`config.mk`:
```
export PLATFORM = sky130hd
export DESIGN_NAME = sort_unloader
export DESIGN_NICKNAME = d
export VERILOG_FILES = /design/src/rtl/sort_pkg.sv /design/src/rtl/sort_unloader_cmp.sv /design/src/rtl/sort_unloader.sv
export SDC_FILE = /design/constraint.sdc
export NUM_CORES = 1
export LEC_CHECK = 0
export ABC_AREA = 1
export CORE_ASPECT_RATIO = 1.4
export CORE_MARGIN = 2
export CORE_UTILIZATION = 48
export CTS_BUF_LIST = sky130_fd_sc_hd__clkbuf_8
export DETAILED_ROUTE_END_ITERATION = 8
export PLACE_DENSITY = 0.85
export SYNTH_ARGS = -nofsm -noshare
export SYNTH_HDL_FRONTEND = slang
export SYNTH_SLANG_ARGS = --single-unit
```
`constraint.sdc`:
```
create_clock -name clk -period 1.6 [get_ports clk]
set_input_delay 0.24 -clock clk [delete_from_list [all_inputs] [get_ports clk]]
set_output_delay 0.24 -clock clk [all_outputs]
set_load 0.05 [all_outputs]
```
`src/rtl/sort_pkg.sv`:
```
// Shared definitions for the sort unloader: FSM encoding, default geometry
// and the index-width helper.
package sort_pkg;

  typedef enum logic [1:0] {
    S_IDLE   = 2'd0,
    S_STREAM = 2'd1,
    S_DONE   = 2'd2
  } state_e;

  localparam int WIDTH_DEF = 3;
  localparam int N_DEF     = 64;

  // Width needed to address 2*half elements; never narrower than one bit.
  function automatic int idx_w(input int half);
    return (half > 1) ? $clog2(2 * half) : 1;
  endfunction

  localparam int IDX_W_DEF = idx_w(N_DEF);

endpackage

```
`src/rtl/sort_unloader_cmp.sv`:
```
// Unsigned less-than comparator used by the ordering check.
// Only compiled into the build when SORT_CHECK_EN is defined.
`ifdef SORT_CHECK_EN
module sort_unloader_cmp #(
  parameter int WIDTH = 3
) (
  input  logic [WIDTH-1:0] a_i,
  input  logic [WIDTH-1:0] b_i,
  output logic             lt_o
);

  assign lt_o = (a_i < b_i);

endmodule
`endif

```
`src/rtl/sort_unloader.sv`:
```
// Captures a sorted 2*n element bus and streams it out one element per
// valid/ready transfer. Optional SORT_CHECK_EN adds a sticky order_err output.
module sort_unloader
  import sort_pkg::*;
#(
  parameter  int WIDTH = WIDTH_DEF,
  parameter  int n     = N_DEF,
  localparam int IW    = idx_w(n)
) (
  input  logic                  clk,
  input  logic                  rst,
  input  logic                  start,
  input  logic [2*n*WIDTH-1:0]  c_in,
  output logic                  busy,
  output logic                  out_valid,
  input  logic                  out_ready,
  output logic [WIDTH-1:0]      out_data,
  output logic [IW-1:0]         out_idx,
  output logic                  out_last,
  output logic                  done
`ifdef SORT_CHECK_EN
  ,
  output logic                  order_err
`endif
);

  localparam logic [IW-1:0] LAST_IDX = IW'(2 * n - 1);

  state_e                       state_q;
  logic [IW-1:0]                idx_q;
  logic [2*n-1:0][WIDTH-1:0]    shadow_q;
  logic                         capture;
  logic                         xfer;

  assign capture   = (state_q == S_IDLE) && start;
  assign busy      = (state_q != S_IDLE);
  assign out_valid = (state_q == S_STREAM);
  assign done      = (state_q == S_DONE);
  assign out_idx   = idx_q;
  assign out_data  = shadow_q[idx_q];
  assign out_last  = out_valid && (idx_q == LAST_IDX);
  assign xfer      = out_valid && out_ready;

  always_ff @(posedge clk or negedge rst) begin
    if (!rst) begin
      state_q  <= S_IDLE;
      idx_q    <= '0;
      shadow_q <= '0;
    end else begin
      case (state_q)
        S_IDLE: begin
          if (start) begin
            shadow_q <= c_in;
            idx_q    <= '0;
            state_q  <= S_STREAM;
          end
        end
        S_STREAM: begin
          // The final transfer leaves the index parked at the last element.
          if (out_ready) begin
            if (idx_q == LAST_IDX) state_q <= S_DONE;
            else                   idx_q   <= idx_q + IW'(1);
          end
        end
        S_DONE:  state_q <= S_IDLE;
        default: state_q <= S_IDLE;
      endcase
    end
  end

`ifdef SORT_CHECK_EN
  logic [WIDTH-1:0] prev_q;
  logic             have_prev_q;
  logic             err_q;
  logic             lt;

  sort_unloader_cmp #(.WIDTH(WIDTH)) u_cmp (
    .a_i  (out_data),
    .b_i  (prev_q),
    .lt_o (lt)
  );

  always_ff @(posedge clk or negedge rst) begin
    if (!rst) begin
      prev_q      <= '0;
      have_prev_q <= 1'b0;
      err_q       <= 1'b0;
    end else if (capture) begin
      have_prev_q <= 1'b0;
      err_q       <= 1'b0;
    end else if (xfer) begin
      prev_q      <= out_data;
      have_prev_q <= 1'b1;
      if (have_prev_q && lt) err_q <= 1'b1;
    end
  end

  assign order_err = err_q;
`endif

endmodule

```
Yosys cells after proc, flatten, opt, wreduce, memory -nomap -nowiden:

Cells that the tools add are included.

* bits in registers: 393
* output and inout port bits: 14
* logic and storage cells: 156

* $add $sub $neg: 1
* $lt $le $gt $ge: 1
* equality and inequality tests: 7
* multiplexer cells: 10
* reductions and logical operators: 7

Operator list (count)
* binary-select mux 3 bit (select 7 bit): 1
* 2-to-1 mux 7 bit: 3
* case mux 7 bit (2 select lines): 1
* less-than comparator 7 x 8 -> 1 bit, second input constant: 1
* adder 7 x 1 -> 7 bit, second input constant: 1
* == test 7 bit, second input constant: 1
* 2-to-1 mux 2 bit: 3
* != test 2 x 1 -> 1 bit, second input constant: 2
* != test 2 bit, second input constant: 2
* case mux 2 bit (2 select lines): 1
* AND reduction 4 bit: 1
* nonzero test 2 bit: 2
* 2-to-1 mux 3 bit: 1
* AND reduction 3 bit: 1
* == test 2 x 1 -> 1 bit, second input constant: 1
* == test 2 bit, second input constant: 1
* logical NOT 2 bit: 1
* AND reduction 2 bit: 1
* logical AND 1 bit: 1

Depth between registers and ports, before layout:

* depth after elaboration: 4
* gate-level depth with buffers: 15
* depth with buffers taken out: 12

Worst setup path after synthesis:

Ideal clock, no wire load.

* kind: register to register
* start point: reg idx_q[4], in the netlist out_idx[4]
* end point: reg state_q[1]
* data arrival time: 2.588 ns
* required time: 1.527 ns
* setup slack: -1.061 ns
* cell stages (with the launch flop): 7
* path buffers: 1
* clock period less this slack: 2.661 ns
* path through: dfrtp_1 > buf_2 > nand2_1 > inv_2 > nand4_1 > nor3_1 > and3_1

* cells in the longest elaborated chain, start to end: 3

Ends and longest elaborated chain
* start: declaration: line sort_unloader.sv:30 `logic [IW-1:0] idx_q;`
* start signal: assignment: line sort_unloader.sv:62 `else idx_q <= idx_q + IW'(1);`
* == test 7 bit: line sort_unloader.sv:61 `if (idx_q == LAST_IDX) state_q <= S_DONE;`
* != test 2 x 1 -> 1 bit (no source line)
* AND reduction 3 bit (no source line)
* end signal: assignment: line sort_unloader.sv:61
* end signal: assignment: line sort_unloader.sv:65 `S_DONE: state_q <= S_IDLE;`
* end signal: assignment: line sort_unloader.sv:66 `default: state_q <= S_IDLE;`
* end: declaration: line sort_unloader.sv:29 `state_e state_q;`

No other way between the ends.
A chain may end at the register's enable or synchronous reset.

Final worst setup path:

* start point: reg idx_q[0], in the netlist out_idx[0]
* end point: out out_data[1]

* cells in the longest elaborated chain, start to end: 2

Ends and longest elaborated chain
* binary-select mux 3 bit (select 7 bit): line sort_unloader.sv:40 `assign out_data = shadow_q[idx_q];`
* 2-to-1 mux 3 bit (implied by the code): line sort_unloader.sv:40
* end: declaration: line sort_unloader.sv:17 `output logic [WIDTH-1:0] out_data,`

No other way between the ends. The select of a mux whose other input is x is not followed.

==> flow_summary.yaml <==
routing:
  drt-met1-wl_mm: 28.2
  vias: 22100
  initialDrtViolationCount: 2611
  dr.pass1.iters: 5
  routed_wl_mm: 86.5
  ant_nets: 0
  wl_per_cell_um: 22.6
  wl_met3_mm: 8.72
  drc: 0
  via_per_inst: 5.79
  met2WireLength_mm: 41.0
  top_layer: "met5"
grt:
  grt_pass1_vias: 20800
  grt.total_usage: 0.342
  grt_max_degree: 68
  grt_pass1_wl_mm: 110
  gr-total-overflow: 0
  antenna_found_initial: 9
sta:
  min_period_ns: 3.13
  max_freq_mhz: 320
  fin_ws_ns: -1.53
  max_slew_margin: 0.752
  worst_pin_slew_ns: 0.373
  final_hold_viol_count: 0
  rsz0062_at_grt: "yes"
  fin_crit_sh: 1.96
  setup_viol: 396
  slew_violations: 0
  whs_ns: 0.0508
  finalClockSkew_ns: 0.0234
pwr:
  finalPower_mw: 44.7
  p_leak_nw: 15.2
  power_density_mw_per_mm2: 1470
  ir_worst_vdd_mv: 1.01
placed_design:
  place.gp.congestion: 0.935
  dp_hpwl_mm: 46.7
  io_buffer_count: 401
setup_path:
  r2r-end: "out_idx[5]"
  end_kind: "primary output"
  crit_fanout: 16
  start_kind: "register"
  worstPathArrival_ns: 2.89
  reg2reg_slack_ns: -0.60
  r2r_start: "out_idx[0]"
  critPathKind: "register to primary output"
  cp.required_ns: 1.36
  reg2reg_depth: 12
cts:
  h-tree-depth: 2
  clk_latency_ns: 0.67
  clockBufferDepth: 3
  clock-sinks: 393
  numCtsBuffers: 60
  root_buffer: "clkbuf_8"
  clk_pin_slew_ns: 0.06
  cts_tree: "built"
die:
  die_area_mm2: 0.0415
  row_count: 86
  die_h_um: 240
  core_mm2: 0.0394
  io_pins: 402
  die_w_um: 173
  initial_core_util: 0.485
cells_and_area:
  drive_gt1_frac: 0.232
  seq_area_mm2: 0.00985
  final_nets: 3624
  post-route-util: 0.773
  nFillCells: 2299
  synthToLayoutAreaGrowth_pct: 59.2
  multiInputGateArea_mm2: 0.00914
synthesis:
  synth_seq_area_share: 0.514
  synth_nets: 3034
  avgSynthCellArea_um2: 7.23
  netlist_instances: 2645
  yosysUniqueCellTypes: 20
  synth-seq-cells: 393
  yosysWarnings: 0
  synth_area_mm2: 0.0191
worst_hold_path:
  hold_path_class: "primary input to async pin"
run:
  max_cap_viol_count: 0
outcome:
  violations: "negative setup slack"
  outcome: "finished with violations"
-- what timing repair did --
| action | in CTS | in global routing |
|---|---|---|
| gates resized for setup | 199 | 487 |
| pin swaps | 19 | 34 |
| endpoints found under the setup margin | 44 | 403 |
| cloned | 19 | 53 |
| setup buffers | 34 | 23 |
| hold buffers | 1 | 0 |
| endpoints found under the hold margin | 344 | 0 |
-- cells in the mapped netlist --
cell type | n | share of area
nand2_1 | 1191 | 0.23
dfrtp_1 | 393 | 0.51
nor2_1 | 252 | 0.049
o21ai_0 | 217 | 0.057
inv_1 | 202 | 0.040
nand3_1 | 166 | 0.043
buf_2 | 88 | 0.023
clkbuf_1 | 48 | 0.0094
o21ai_1 | 33 | 0.0086
buf_6 | 17 | 0.010
a21oi_1 | 10 | 0.0026
buf_4 | 5 | 0.0020
inv_2 | 5 | 0.00098
buf_1 | 4 | 0.00079
o211ai_1 | 4 | 0.0016
nor3_1 | 3 | 0.00079
and3_1 | 2 | 0.00065
nand4_1 | 2 | 0.00065
nor2_2 | 2 | 0.00065
ha_1 | 1 | 0.00065
-- worst max path at each step --
stage	startpoint	end	slack (ns)	cells after the start
after floorplan	out_idx[0]	out_data[0]	-0.45	15
after global placement	out_idx[0]	out_data[0]	-0.73	14
after detailed placement	out_idx[0]	out_data[0]	-0.82	14
after CTS	out_idx[0]	out_data[2]	-1.34	13
after global routing	out_idx[0]	out_data[1]	-1.64	13
final	out_idx[0]	out_data[1]	-1.53	13
-- cell type report --
| cell class | count | area share |
|---|---|---|
| inverters | 207 | 0.0270 |
| well taps | 528 | 0.0217 |
| flip-flops and latches | 393 | 0.324 |
| clock inverters | 30 | 0.00757 |
| multi-input cells | 1883 | 0.300 |
| clock buffers | 83 | 0.0375 |
| repair buffers | 690 | 0.281 |
| diodes | 10 | 0.000822 |
-- worst max-delay path: stages (launching register included) --
cell and delay (ns):
dfrtp_4 0.59, buf_4 0.19, clkbuf_16 0.18, nor2_1 0.14
nor2_1 0.08, o21ai_1 0.13, nand3_1 0.14, nand3_1 0.10
nand2_1 0.05, nand2_1 0.10, nand3_4 0.13, nor2_4 0.15
nor2_4 0.07, buf_12 0.15
-- through the flow --
stage	setup slack (ns)	cells	area, um^2	TNS, ns
6_report	-1.53	3824	30400	-48.02
3_5_place_dp	-0.816	3584	24900	-52.21
3_3_place_gp	-0.729	3584	24900	-40.66
2_1_floorplan	-0.446	2645	19200	-1.86
5_1_grt	-1.64	3822	30400	-63.58
4_1_cts	-1.34	3749	27700	-34.64
-- where the power goes --
group          total, mW  leakage, nW  internal [mW]  switching [mW]
Clock               9.50        0.757           5.13            4.37
Sequential          14.6         4.87           12.8            1.76
Combinational       20.6         9.56           8.69            11.9
-- flip-flops by register name, summed over array words and instances, names as in the netlist --
signal	cells
out_idx	7
shadow_q	384
state_q	2
-- per-layer routing --
metal	vias to the layer above	track usage
li1	9346	-
met1	10400	0.383
met2	1830	0.583
met3	589	0.0636
met4	2	0.257
met5	-	0
-- cells in the final DEF, fill, tap and decap left out, drive strengths merged, types with 3 or more instances in the layout --
cell type	Yosys	final
nand2	1191	1191
clkbuf	48	123
nor2	254	254
o21ai	250	250
dfrtp	393	393
clkinv	0	17
buf	114	262
clkdlybuf4s50	0	386
nor3	3	3
inv	207	216
nand3	166	166
o211ai	4	4
diode	0	10
a21oi	10	10
bufinv	0	3
-- cell families (layout without fill, tap and decap cells) --
logic type,Yosys count,count (layout),synth area share
AO/OA/AOI/OAI,264,264,0.0696
flip-flops,393,393,0.514
buffers and inverters,369,1010,0.0859
AND/OR/NAND/NOR,1618,1618,0.329
other,0,10,0
adder cells (fa/ha/maj),1,1,0.000654
Power figures use the tool's default switching activity.
==> patch 1, RTL diff (same flow settings) <==
The package constant `N_DEF` goes from 64 to 32.
--- a/src/rtl/sort_pkg.sv
+++ b/src/rtl/sort_pkg.sv
@@ -10,5 +10,5 @@
 
   localparam int WIDTH_DEF = 3;
-  localparam int N_DEF     = 64;
+  localparam int N_DEF     = 32;
 
   // Width needed to address 2*half elements; never narrower than one bit.
Ports: changed (resized c_in and out_idx); port bits go from 402 to 209. No check against the original RTL was run, so the function may have changed too.
==> patch 1 against the unedited design <==
The run still ends with setup timing left. Sequential cell count shrank 193. Setup slack gained 0.55 ns. Synthesized area shrank 49%. Worst hold slack gained 0.18 ns. Register-to-register slack gained 0.18 ns. Global-route usage shrank 8.1 points. Cell area shrank 53%. Power shrank 53%. Clock power shrank 63%. Routed wire length shrank 61%. Critical path type unchanged.
==> patch 1: results (changes against the unedited design) <==
[run_status]
result_of_the_run = finished, violations left
violations_in_the_final_reports = setup timing

[yosys]
synth_area_leaders = sky130_fd_sc_hd__dfrtp_1 51%, sky130_fd_sc_hd__nand2_1 23%, sky130_fd_sc_hd__o21ai_0 6.1%, sky130_fd_sc_hd__nand3_1 5.0%, sky130_fd_sc_hd__inv_1 4.6%
synth-seq-area-share = 0.5105  ; -0.003835
mappedNetlistNets = 1544  ; -49%
netlist_instances = 1347  ; -49%
yosys.cell_types.count = 23  ; +15%

[place]
placement.setup.worst_slack_ns = -0.3603  ; +0.4556 ns
io_buffers = 208  ; -48%
gp_congestion = 0.8539  ; -8.6%
hpwlAfterDp_um = 20070  ; -57%

[cts]
cts-htree-levels = 4  ; +2
cts_buffers = 17  ; -72%
path_clk_slew_ns = 0.11  ; +0.05 ns

[detailed_routing]
met1_wl_um = 11980  ; -57%
met2WireLength_um = 16950  ; -59%
routed-wl-met3_um = 2481  ; -72%
first_iter_violations = 1160  ; -56%

[timing]
maxClockFrequency_mhz = 387.6  ; +21%
endpoints_failing_setup = 72  ; -82%
setup_tns_after_final_layout_ns = -8.336  ; +39.68 ns
postLayoutSetupSlackWorst_ns = -0.9797  ; +0.5487 ns

[finish]
largest_register_ff_count = 192  ; -50%
layout-drive-gt1-share = 0.1844  ; -0.04784
antenna_cells_inserted = 0  ; -10
area_delta_synth_final_pct = 46.98

[setup_path]
critical_path.max_stage_delay_ns = 0.56  ; -0.03 ns
crit_arrival_ns = 2.34  ; -0.55 ns

[global_route]
grt_util_all_layers = 0.2611  ; -0.08079
grtUsageMet1 = 0.3181  ; -0.06531
grt_util_met3 = 0.04053  ; -0.02304

[patch 1: timing repair]
| action | CTS | global route |
|---|---|---|
| hold endpoints to repair | 34 | 0 |
| cloned | 0 | 27 |
| setup endpoints to repair | 15 | 115 |
| hold buffers | 1 | 0 |
| resized for setup | 25 | 225 |
| pin swaps | 0 | 44 |
| setup buffers | 1 | 15 |
[patch 1: worst paths after layout]
| kind | start | to | slack (ns) | cells past startpoint |
|---|---|---|---|---|
| worst max-delay path | out_idx[0]$_DFFE_PN0P_ | out_data[0] | -0.98 | 12 |
| worst min-delay path | rst | shadow_q[18]$_DFFE_PN0P_ | 0.23 | 2 |
| worst max register to register | out_idx[0]$_DFFE_PN0P_ | out_idx[4]$_DFFE_PN0P_ | -0.42 | 13 |
| worst min register to register | shadow_q[81]$_DFFE_PN0P_ | shadow_q[81]$_DFFE_PN0P_ | 0.49 | 2 |
| max in group asynchronous | rst | shadow_q[169]$_DFFE_PN0P_ | 0.73 | 3 |
| min in group clk | c_in[1] | shadow_q[1]$_DFFE_PN0P_ | 0.27 | 3 |
[patch 1: cell type report]
cell class              count  area share
flip-flops and latches    200      0.3481
multi-input cells         940      0.3031
repair buffers            311      0.2625
inverters                 128     0.03482
well taps                 252     0.02188
clock buffers              19     0.01815
clock inverters            13     0.01146
[patch 1: power by group]
group          leakage (nW)  internal (mW)  switching [mW]
logic                  4.38           4.41            5.78
registers              2.47           6.50           0.814
clock network         0.222           1.65            1.89
total                  7.07           12.6            8.48
[patch 1: cell families after synthesis]
logic type | after synthesis | share of synthesized area
AOI/OAI and AO/OA | 140 | 0.07147
adders and majority gates | 1 | 0.001276
buffers and inverters | 207 | 0.09458
DFF | 200 | 0.5105
and+or+nand+nor | 799 | 0.3221
==> patch 2, RTL diff (same settings) <==
Made on the original files. Compare `idx_q` against `LAST_IDX` with >= in place of ==.
--- a/src/rtl/sort_unloader.sv
+++ b/src/rtl/sort_unloader.sv
@@ -39,5 +39,5 @@
   assign out_idx   = idx_q;
   assign out_data  = shadow_q[idx_q];
-  assign out_last  = out_valid && (idx_q == LAST_IDX);
+  assign out_last  = out_valid && (idx_q >= LAST_IDX);
   assign xfer      = out_valid && out_ready;
 
Behaviour: same outputs for any inputs over 4 cycles, from zero or initial values and one cycle with rst low; that may be too few to reach the edited logic, so the function may still have changed.
==> patch 2 against the unedited design <==
The run still ends with setup timing left. Routed wire length shrank 4.0%. Synthesized cell count is 0.19% lower. Clock power decreased by 9.5%. Combinational power increased by 8%. Synthesized area shrank 0.57%. Setup slack better by 0.018 ns. Via count is 2.0% lower. Sequential cell count is the same. Power is 2.6% higher. First-iteration DRC count up 4.0%. Register-to-register slack improved by 0.06 ns. Sequential power is 3% higher. Cell area decreased by 2.0%. Critical endpoint unchanged.
==> patch 2: results (changes against the unedited design) <==
[global_route]
grt_pass1_vias = 19810  ; -4.7%
grt_util_all_layers = 0.3180  ; -0.02388
antenna_found_initial = 16  ; +7
grt_start_max_net_pins = 79  ; +16%
wire_length_of_the_first_global_routing_pass_um = 101300  ; -8.3%

[timing]
tightest_slew_ns = 0.6211  ; +0.2485 ns
fin_skew_ns = 0.03777  ; +0.01432 ns
endpoints_failing_setup = 407  ; +2.8%
postLayoutSetupSlackWorst_ns = -1.511  ; +0.01756 ns

[power_and_ir_drop]
cellLeakagePower_nw = 15.02  ; -1.1%
combPwrFrac = 0.484  ; +0.023
sw_frac = 0.4102  ; +0.005984
worst_ir_drop_on_vdd_mv = 1.536  ; +51%

[setup_path]
timing.critical_path.fanout_max = 8  ; -8
crit_arrival_ns = 2.87  ; -0.02 ns

[place]
io_buffers = 401  ; unchanged
hpwlAfterDp_um = 46700  ; about the same
gp_congestion = 0.8795  ; -5.9%

[finish]
fill_count = 2373  ; +3.2%
layout-drive-gt1-share = 0.2100  ; -0.02217
largest_register_ff_count = 384  ; unchanged
max_flop_register = shadow_q
number_of_nets_in_the_layout = 3600  ; -0.66%

[run_status]
result_of_the_run = finished, violations left
violations_in_the_final_reports = setup timing

[detailed_routing]
drt_wl_total_um = 83030  ; -4.0%
vias = 21700  ; -2.0%
first_iter_violations = 2716  ; +4.0%
detailedRoute.firstPassIterationCount = 7  ; +2

[yosys]
yosys.cell_types.count = 22  ; +10%
synth-seq-area-share = 0.5173  ; +0.002945
mappedNetlistNets = 3029  ; -0.16%
synth_area_leaders = sky130_fd_sc_hd__dfrtp_1 52%, sky130_fd_sc_hd__nand2_1 23%, sky130_fd_sc_hd__o21ai_0 6.5%, sky130_fd_sc_hd__nor2_1 4.7%, sky130_fd_sc_hd__nand3_1 4.5%
post_synth_most_frequent_cells = 1187 x sky130_fd_sc_hd__nand2_1, 393 x sky130_fd_sc_hd__dfrtp_1, 248 x sky130_fd_sc_hd__o21ai_0

patch 2: final timing paths:
kind / start / to / slack [ns] / depth (start not counted)
max: out_idx[0]$_DFFE_PN0P_ / out_data[1] / -1.51 / 14
min: rst / shadow_q[85]$_DFFE_PN0P_ / 0.04 / 2
max reg2reg: out_idx[0]$_DFFE_PN0P_ / out_idx[6]$_DFFE_PN0P_ / -0.54 / 12
min reg2reg: shadow_q[347]$_DFFE_PN0P_ / shadow_q[347]$_DFFE_PN0P_ / 0.48 / 2
max in group asynchronous: rst / shadow_q[254]$_DFFE_PN0P_ / 0.74 / 3
min in group clk: c_in[43] / shadow_q[43]$_DFFE_PN0P_ / 0.10 / 3
patch 2: logic make-up (layout without fill, tap and decap cells):
group,Yosys count,count (layout),share of synthesized area
simple gates,1603,1603,0.3286
flops,393,393,0.5173
buf+inv,375,987,0.08181
compound gates,268,268,0.07161
fa+ha+maj,1,1,0.0006580
other cells,0,14,0
patch 2: timing repair:
item	in CTS	in global routing
endpoints found under the setup margin	169	129
gates cloned	6	58
hold buffers	1	0
hold endpoints to repair	393	0
pin swaps	9	46
buffers inserted	10	33
resized for setup	65	544
patch 2: area by class of cell:
cell class	count	area share
repair buffers	668	0.2740
multi-input cells	1872	0.3027
clock buffers	73	0.03369
diodes	14	0.001175
inverters	214	0.02882
well taps	528	0.02215
repair inverters	2	0.001552
clock inverters	30	0.005831
flip-flops and latches	393	0.3301
patch 2: worst register-to-register path: stages, from the launching register on:
cell                        delay (ns)
sky130_fd_sc_hd__dfrtp_4          0.58
sky130_fd_sc_hd__clkbuf_16        0.21
sky130_fd_sc_hd__buf_6            0.12
sky130_fd_sc_hd__ha_4             0.17
sky130_fd_sc_hd__buf_6            0.12
sky130_fd_sc_hd__inv_6            0.06
sky130_fd_sc_hd__nor3_4           0.04
sky130_fd_sc_hd__nand3_2          0.09
sky130_fd_sc_hd__nand2_4          0.08
sky130_fd_sc_hd__buf_4            0.17
sky130_fd_sc_hd__nor4_4           0.18
sky130_fd_sc_hd__nand2_1          0.09
sky130_fd_sc_hd__a21oi_1          0.14
patch 2: per-layer routing:
metal	global-route usage	wire, um	share of wire
met1	0.3807	27540	0.33
met2	0.5253	38930	0.47
met3	0.04511	8958	0.11
met5	0	19	0.00023
met4	0.2246	7577	0.091
patch 2: through the flow:
stage	setup TNS (ns)	utilization	area [sq um]	power [mW]	cells
2_1_floorplan	-1.853	-	19170	24.79	2640
3_3_place_gp	-22.30	0.6394	25040	31.07	3579
3_5_place_dp	-32.56	0.6394	25040	31.74	3579
4_1_cts	-8.624	0.6820	26710	41.23	3697
5_1_grt	-138.85	0.7615	29830	47.93	3794
6_report	-127.66	0.7615	29830	45.85	3794
